`config.mk`:
```
export PLATFORM = sky130hd
export DESIGN_NAME = alu_seq_n_bit_hs
export DESIGN_NICKNAME = d
export VERILOG_FILES = /design/src/rtl/alu_seq_n_bit_hs.sv
export SDC_FILE = /design/constraint.sdc
export NUM_CORES = 1
export LEC_CHECK = 0
export BUFFER_PORTS_ARGS = -buffer_cell sky130_fd_sc_hd__buf_2
export CAP_MARGIN = 25
export CORE_MARGIN = 8
export CORE_UTILIZATION = 28
export CTS_CLUSTER_SIZE = 28
export DETAILED_ROUTE_END_ITERATION = 7
export GPL_TIMING_DRIVEN = 0
export HOLD_SLACK_MARGIN = 0.15
export PLACE_DENSITY = 0.43
export SYNTH_ARGS = -nofsm -noshare
export SYNTH_HDL_FRONTEND = slang
export SYNTH_SLANG_ARGS = --single-unit
export TNS_END_PERCENT = 30
```
`constraint.sdc`:
```
create_clock -name clk -period 5.7 [get_ports clk]
set_input_delay 1.14 -clock clk [delete_from_list [all_inputs] [get_ports clk]]
set_output_delay 1.14 -clock clk [all_outputs]
set_load 0.005 [all_outputs]
```
`src/rtl/alu_seq_n_bit_hs.sv`:
```
// Signed N-bit ALU with valid/ready handshakes: add/sub/logic resolve in one cycle,
// mul/div run a bit-serial magnitude sequencer for N cycles. One operation in flight.
module alu_seq_n_bit_hs #(
    parameter int N = 8
) (
    input  logic           clk,
    input  logic           rst,
    input  logic           in_valid,
    output logic           in_ready,
    input  logic [2:0]     op,
    input  logic [N-1:0]   a,
    input  logic [N-1:0]   b,
    output logic           out_valid,
    input  logic           out_ready,
    output logic [2*N-1:0] result,
    output logic [N-1:0]   rem,
    output logic           flag_z,
    output logic           flag_n,
    output logic           flag_v,
    output logic           flag_dz
);
    localparam int CW = (N > 2) ? $clog2(N) : 1;
    localparam logic [CW-1:0] LAST = CW'(N - 1);
    localparam logic [2:0] OP_ADD = 3'b000, OP_SUB = 3'b001, OP_MUL = 3'b010, OP_DIV = 3'b011;
    localparam logic [2:0] OP_AND = 3'b100, OP_OR = 3'b101, OP_XOR = 3'b110, OP_NOT = 3'b111;

    // LOAD is the operand-staging cycle: magnitudes are formed and one-cycle ops resolve.
    typedef enum logic [1:0] {S_IDLE, S_LOAD, S_EXEC, S_DONE} state_t;

    state_t           state_q, state_d;
    logic             en_q;
    logic [2:0]       op_q;
    logic [N-1:0]     a_q, b_q;
    logic [CW-1:0]    cnt_q;
    logic [2*N-1:0]   acc_q, mcand_q;
    logic [N-1:0]     sh_q, dvs_q;
    logic [N:0]       prem_q;
    logic [2*N-1:0]   res_q;
    logic [N-1:0]     rem_q;
    logic             z_q, n_q, v_q, dz_q;

    logic             is_seq, neg, ld, ge;
    logic [2*N-1:0]   acc_nx, qext, fin_res;
    logic [N:0]       rsh, prem_nx, sum;
    logic [N-1:0]     quo_nx, fin_rem, lres;
    logic             fin_v, fin_dz;

    function automatic logic [N-1:0] mag(input logic [N-1:0] v);
        return v[N-1] ? (~v + N'(1)) : v;
    endfunction

    assign is_seq = (op_q == OP_MUL) || (op_q == OP_DIV);
    assign neg    = a_q[N-1] ^ b_q[N-1];

    always_ff @(posedge clk or negedge rst) begin
        if (!rst) begin
            state_q <= S_IDLE;
            en_q    <= 1'b0;
        end else begin
            state_q <= state_d;
            en_q    <= 1'b1;
        end
    end

    always_comb begin
        state_d = state_q;
        case (state_q)
            S_IDLE: if (in_valid && in_ready) state_d = S_LOAD;
            S_LOAD: state_d = is_seq ? S_EXEC : S_DONE;
            S_EXEC: if (cnt_q == LAST) state_d = S_DONE;
            S_DONE: if (out_ready) state_d = S_IDLE;
            default: state_d = S_IDLE;
        endcase
    end

    always_comb begin
        in_ready  = (state_q == S_IDLE) && en_q;
        out_valid = (state_q == S_DONE);
    end

    // One shift-add step for mul, one restoring-division step for div.
    always_comb begin
        acc_nx  = acc_q + (sh_q[0] ? mcand_q : '0);
        rsh     = {prem_q[N-1:0], sh_q[N-1]};
        ge      = (rsh >= {1'b0, dvs_q});
        prem_nx = ge ? (rsh - {1'b0, dvs_q}) : rsh;
        quo_nx  = {sh_q[N-2:0], ge};
    end

    always_ff @(posedge clk) begin
        if (in_valid && in_ready) begin
            op_q <= op;
            a_q  <= a;
            b_q  <= b;
        end
        if (state_q == S_LOAD) begin
            cnt_q   <= '0;
            acc_q   <= '0;
            prem_q  <= '0;
            mcand_q <= {{N{1'b0}}, mag(a_q)};
            dvs_q   <= mag(b_q);
            sh_q    <= (op_q == OP_MUL) ? mag(b_q) : mag(a_q);
        end else if (state_q == S_EXEC) begin
            cnt_q   <= cnt_q + CW'(1);
            acc_q   <= acc_nx;
            prem_q  <= prem_nx;
            mcand_q <= mcand_q << 1;
            sh_q    <= (op_q == OP_MUL) ? (sh_q >> 1) : quo_nx;
        end
    end

    always_comb begin
        fin_res = '0;
        fin_rem = '0;
        fin_v   = 1'b0;
        fin_dz  = 1'b0;
        sum     = (op_q == OP_SUB) ? ({a_q[N-1], a_q} - {b_q[N-1], b_q})
                                   : ({a_q[N-1], a_q} + {b_q[N-1], b_q});
        qext    = {{N{1'b0}}, quo_nx};
        lres    = '0;
        case (op_q)
            OP_ADD, OP_SUB: begin
                fin_res = {{(N-1){sum[N]}}, sum};
                fin_v   = sum[N] ^ sum[N-1];
            end
            OP_MUL: fin_res = neg ? (~acc_nx + 1'b1) : acc_nx;
            OP_DIV: begin
                if (b_q == '0) begin
                    fin_res = '1;
                    fin_rem = a_q;
                    fin_dz  = 1'b1;
                end else begin
                    fin_res = neg ? (~qext + 1'b1) : qext;
                    fin_rem = a_q[N-1] ? (~prem_nx[N-1:0] + N'(1)) : prem_nx[N-1:0];
                end
            end
            default: begin
                case (op_q)
                    OP_AND:  lres = a_q & b_q;
                    OP_OR:   lres = a_q | b_q;
                    OP_XOR:  lres = a_q ^ b_q;
                    OP_NOT:  lres = ~a_q;
                    default: lres = '0;
                endcase
                fin_res = {{N{lres[N-1]}}, lres};
            end
        endcase
    end

    assign ld = ((state_q == S_LOAD) && !is_seq) || ((state_q == S_EXEC) && (cnt_q == LAST));

    // Result and flags are registered together so they stay frozen while DONE waits.
    always_ff @(posedge clk or negedge rst) begin
        if (!rst) begin
            res_q <= '0;
            rem_q <= '0;
            z_q   <= 1'b0;
            n_q   <= 1'b0;
            v_q   <= 1'b0;
            dz_q  <= 1'b0;
        end else if (ld) begin
            res_q <= fin_res;
            rem_q <= fin_rem;
            z_q   <= (fin_res == '0);
            n_q   <= fin_res[2*N-1];
            v_q   <= fin_v;
            dz_q  <= fin_dz;
        end
    end

    assign result  = res_q;
    assign rem     = rem_q;
    assign flag_z  = z_q;
    assign flag_n  = n_q;
    assign flag_v  = v_q;
    assign flag_dz = dz_q;
endmodule

```
**Word level (Yosys, flattened, before mapping)**

Index checks and enable logic that the tools add are counted.

- Bits in registers: 109
- Input port bits: 23

- Add/subtract/negate cells: 10
- Magnitude comparators: 1
- Equal/unequal tests: 14
- Muxes and demuxes: 27
- Bitwise gates (word level): 10
- Reduce and logical (&&, ||, !) cells: 14

Operators by type and width:

| operator | count |
|---|---|
| $mux 8 | 12 |
| $mux 16 | 4 |
| $pmux 16 s3 | 1 |
| $add 16x1->16 const B | 2 |
| $pmux 8 s4 | 1 |
| $add 8x1->8 const B | 3 |
| $not 8->8 | 3 |
| $add 16x16->16 | 1 |
| $logic_not 16->1 | 1 |
| $not 16->16 | 1 |
| $not 8->16 | 1 |
| $eq 3x3->1 const B | 5 |
| $add 8x8->9 | 1 |
| $ge 9x8->1 | 1 |
| $mux 9 | 1 |
| $sub 8x8->9 | 1 |
| $and 8x8->8 | 1 |
| $logic_not 8->1 | 1 |
| $or 8x8->8 | 1 |
| $pmux 2 s4 | 1 |
| $sub 8x8->8 | 1 |
| $xor 8x8->8 | 1 |
| $eq 3x2->1 const B | 2 |
| $mux 2 | 3 |
| 16 further kinds | 26 |

**Longest topological paths before layout**

- Depth after elaboration: 7
- Gate-level depth with buffers: 18
- Depth with buffers taken out: 18

**Worst setup path before layout**

OpenSTA, ideal clock, no wires.

- Path kind: register to register
- Start point: register sh_q[0]
- End point: register z_q, in the netlist flag_z
- Setup time: 0.092 ns
- Data arrival time: 4.116 ns
- Data required time: 5.608 ns
- Setup slack: 1.492 ns
- Stages on the path, launching flop included: 16
- Buffers on the path: 2
- Period minus slack after synthesis: 4.208 ns
- Path through: edfxtp_1 clkbuf_1 clkbuf_1 and2_1 ha_1 fa_1 a21o_1 a221oi_4 xnor2_1 or4_4 or4_4 or4_1 o21ai_2 xnor2_1 o21ai_2 o31ai_2

- Longest elaborated chain between the ends: 7
- Elaborated cells between the ends (all ways): 11
- Those cells by class: add/sub (3); mux (5); bitwise (2); reduce/logical (1)

RTL lines:

| element | RTL line | text |
|---|---|---|
| start: declaration | 36 | `logic [N-1:0] sh_q, dvs_q;` |
| start signal: assignment | 102 | `sh_q <= (op_q == OP_MUL) ? mag(b_q) : mag(a_q);` |
| start signal: assignment | 108 | `sh_q <= (op_q == OP_MUL) ? (sh_q >> 1) : quo_nx;` |
| $mux 16 | 83 | `acc_nx = acc_q + (sh_q[0] ? mcand_q : '0);` |
| $add 16x16->16 | 83 |  |
| $not 16->16 | 126 | `OP_MUL: fin_res = neg ? (~acc_nx + 1'b1) : acc_nx;` |
| $add 16x1->16 | 126 |  |
| $mux 16 | 126 |  |
| $pmux 16 s3 * | 121 | `case (op_q)` |
| $logic_not 16->1 * | 164 | `z_q <= (fin_res == '0);` |
| end signal: assignment | 164 |  |
| end: declaration | 40 | `logic z_q, n_q, v_q, dz_q;` |

Mark *: on every way between the ends. The rest lies on a longest branch, timed or not.
A chain may end at the register's enable or synchronous reset.

**Worst setup path in the final report**

- Start point: register dvs_q[1]
- End point: register z_q, in the netlist flag_z

- Longest elaborated chain between the ends: 7

RTL lines:

| element | RTL line | text |
|---|---|---|
| start: declaration | 36 |  |
| start signal: assignment | 101 | `dvs_q <= mag(b_q);` |
| $ge 9x8->1 * | 85 | `ge = (rsh >= {1'b0, dvs_q});` |
| $not 8->16 | 133 | `fin_res = neg ? (~qext + 1'b1) : qext;` |
| $add 16x1->16 | 133 |  |
| $mux 16 * | 133 |  |
| $mux 16 * | 128 | `if (b_q == '0) begin` |
| $pmux 16 s3 * | 121 |  |
| $logic_not 16->1 * | 164 |  |

Marked as above.

==> impl_metrics.ini <==
[timing]
finalSetupTns_ns = 0
timing.slew.headroom = 0.388
rsz0062_at_grt = no
post-route-min-period_ns = 5.05
highest_clock_frequency_the_design_can_meet_mhz = 198
setup_viol = 0
final_worst_path_cycle_share = 0.886
clock-skew-final_ns = 0.0167
hold_viol = 0
worst_hold_slack_ns = 0.470
report.final.slew_viol_count = 0
worst-slew-pin-transition_ns = 0.911

[power_and_ir_drop]
intPower_w = 0.00247
p_switching_w = 0.00209
swShare = 0.458
power.clock.fraction = 0.143
seq_power_share = 0.284
p_comb_frac = 0.573
worst_ir_drop_vdd_mv = 0.180
powerDensity_nw_per_um2 = 524
power_leakage_nw = 3.58

[drt]
totalWireLength_um = 23400
vias = 6192
drt.antenna.violating_nets = 0
drt_first_pass_iters = 4
route.detailed.drc = 0
routed_wire_length_per_instance_um = 19.3
post_drt_via_cell_ratio = 5.09
drt_iter0_markers = 446

[finish]
antenna_cells = 0
post_route_cells_drive_above_1_share = 0.130
total_number_of_nets_in_the_final_design = 958
syn_to_final_growth_pct = 12.9
fillers = 2825

[synthesis]
synth_edf_count = 43
syn-mean-instance-area_um2 = 9.54
synthesis.instances = 807
synth-warning-count = 0
synth_top_cells_by_area = edfxtp_1 17%, ha_1 9.9%, dfrtp_1 9.7%, dfxtp_1 9.1%, xnor2_1 5.6%
yosysTopAreaCellShare = 0.168
ys_ff_latch = 108
async_reset_ff_frac = 0.278
postSynthNetCount = 894
syn_std_cell_area_um2 = 7700
yosys_top_cell_by_area = edfxtp_1
ys_seq_area_frac = 0.356
yosys.cell_types.count = 78
synth_ff_type = edfxtp_1

[clock_network]
cts_buffers = 9
clkSinkCount = 108
post_cts.repair.setup_buffers = 0
cts-hold-fix-buffers = 0
path_clk_slew_ns = 0.09
clk_latency_ns = 0.37
post_cts_resized = 0
cts_tree = done
htree_num_levels = 3
clock_tree.buffer_depth = 2
cts_root_buf = clkbuf_16

[floorplanning]
core_region_area_um2 = 27000
die_h_um = 182
die-width_um = 182
floorplan.initialDensity = 0.286
num_rows = 60
io_pins = 53
dieArea_um2 = 33100

[min_path]
hp-start = result[4]
hold_path_end = result[4]
worstHoldPathCells = 2
worst_hold_class = reg2reg

[critical_path]
crit_path_start_kind = flop
cell_type_group_with_the_largest_total_delay_on_the_critical_path = compound AO/OA/AOI/OAI gates
critPathRequiredTime_ns = 5.97
path_class = reg2reg
r2r_end = flag_z
timing.critical_path.buf_inv = 2
critical_path.cell_chain = inv_1 > ha_1 > nor2b_1 > o31a_1 > o31ai_1 > nand2_1 > inv_2 > ha_1 > nand3b_1 > o21ai_0 > xnor2_1 > o31ai_1 > o22ai_1 > or4_1 > nor4_1 > nand4_1 > o31ai_2
worstReg2RegStart = dvs_q[1]
crit_startpoint = dvs_q[1]
reg2reg_depth = 17
worst_path_max_fanout = 9
critical_path.max_stage_delay_ns = 0.78
critical_path.endpoint_type = flop
cpMaxStageDelayCell = o31ai_1
timing.reg2reg.setup_slack_ns = 0.65
worst_ep_arrival_time_ns = 5.32

[grt]
initial_antenna_violation_count = 0
grt_first_pass_wirelength_um = 37100
gr-usage-all-layers = 0.143
grt_overflow_total = 0
grt_pass1_vias = 6285
grt_max_degree = 31

[place]
io_buffers = 52
finalWeightedCongestion = 0.833
detailedPlacementHpwl_um = 18300

[run_status]
status = finished clean

[job]
cap_viol_max_count = 0
-- cells in the mapped netlist (5+ instances only) --
cell type and count:
a211oi_1 15, or4_1 5, dfxtp_1 35, a21o_1 8, o21a_1 8, a21oi_1 46, edfxtp_1 43, nor2_1 71
a31oi_1 8, o21ai_0 49, mux2i_1 34, ha_1 61, or3_1 5, xor2_1 11, o22a_1 5, o31ai_1 14
and2_1 20, clkbuf_1 29, mux4_2 14, nand4_1 5, o31a_1 5, inv_1 53, nand3_1 6, nand2b_1 8
nand2_1 67, dfrtp_1 30, nor2b_1 5, mux2_2 8, xnor2_1 49
-- per-stage QoR --
step / instance area (um2) / setup WS [ns] / utilization / std cells / power [W]
after detailed placement: 8390 / 0.719 / 0.311 / 1200 / 0.00392
after global placement: 8390 / 0.608 / 0.311 / 1200 / 0.00393
final: 8700 / 0.649 / 0.323 / 1217 / 0.00456
after CTS: 8690 / 0.685 / 0.322 / 1216 / 0.00460
after floorplan: 7700 / 1.49 / - / 807 / 0.00316
after global routing: 8700 / 0.217 / 0.323 / 1217 / 0.00495
-- final cells by class --
class	instances	area [um2]	area share
clock buffer	9	225	0.0259
sequential	108	2740	0.315
multi-input combinational	608	4580	0.527
inverter	55	206	0.0237
buffer	36	168	0.0193
timing repair buffer	53	265	0.0305
clock inverter	7	78.8	0.00906
tap	341	427	0.0491
-- how the worst max path moves through the flow --
stage	to	slack, ns	cells after the start
finish	flag_z	0.65	17
global route	flag_z	0.22	17
CTS	flag_z	0.68	17
detailed placement	flag_z	0.72	16
global placement	flag_z	0.61	16
floorplan	flag_z	1.49	15
-- registers in the layout, summed over array words and instances, names as in the netlist, 2 cells and up --
name     count
b_q          8
state_q      2
prem_q       8
sh_q         8
a_q          8
mcand_q     16
rem          8
op_q         3
acc_q       16
result      16
cnt_q        3
dvs_q        8
-- worst register-to-register path: stages (launching register included) --
cell and delay (ns):
edfxtp_1 0.37, inv_1 0.11, ha_1 0.25, nor2b_1 0.14, o31a_1 0.28, o31ai_1 0.78
nand2_1 0.50, inv_2 0.23, ha_1 0.22, nand3b_1 0.13, o21ai_0 0.21, xnor2_1 0.09
o31ai_1 0.25, o22ai_1 0.16, or4_1 0.56, nor4_1 0.28, nand4_1 0.17, o31ai_2 0.23
-- cell families after synthesis --
logic type | Yosys count | share of synthesized area
simple gates | 218 | 0.138
mux | 56 | 0.0968
compound gates | 209 | 0.185
other cells | 1 | 0.000487
xor+xnor | 60 | 0.0682
fa+ha+maj | 64 | 0.107
buf+inv | 91 | 0.0486
flops | 108 | 0.356
-- layout by cell type, fill, tap and decap left out, types with 9 or more instances in the layout --
master,count
nor2_1,71
nand2_1,67
ha_1,61
buf_2,54
inv_1,53
o21ai_0,49
xnor2_1,49
a21oi_1,46
edfxtp_1,43
dfxtp_1,35
mux2i_1,34
dfrtp_1,30
clkbuf_1,29
and2_1,20
a211oi_1,15
o31ai_1,14
mux4_2,14
xor2_1,11
clkbuf_16,9
-- power groups by stage --
stage	Clock [W]	Sequential [W]	Combinational [W]
global placement	0	0.00131	0.00263
floorplan	0	0.00125	0.00191
CTS	0.000679	0.00129	0.00263
detailed placement	0	0.00130	0.00261
finish	0.000650	0.00129	0.00261
global route	0.000701	0.00133	0.00292
-- per-layer routing --
metal	track usage	wire length, um	vias up
li1	-	-	3068
met1	0.202	11800	2983
met2	0.215	10200	123
met3	0.0301	1060	18
met4	0.0390	323	0
met5	0	0	-
No activity file was read; power rests on OpenSTA's default activity.
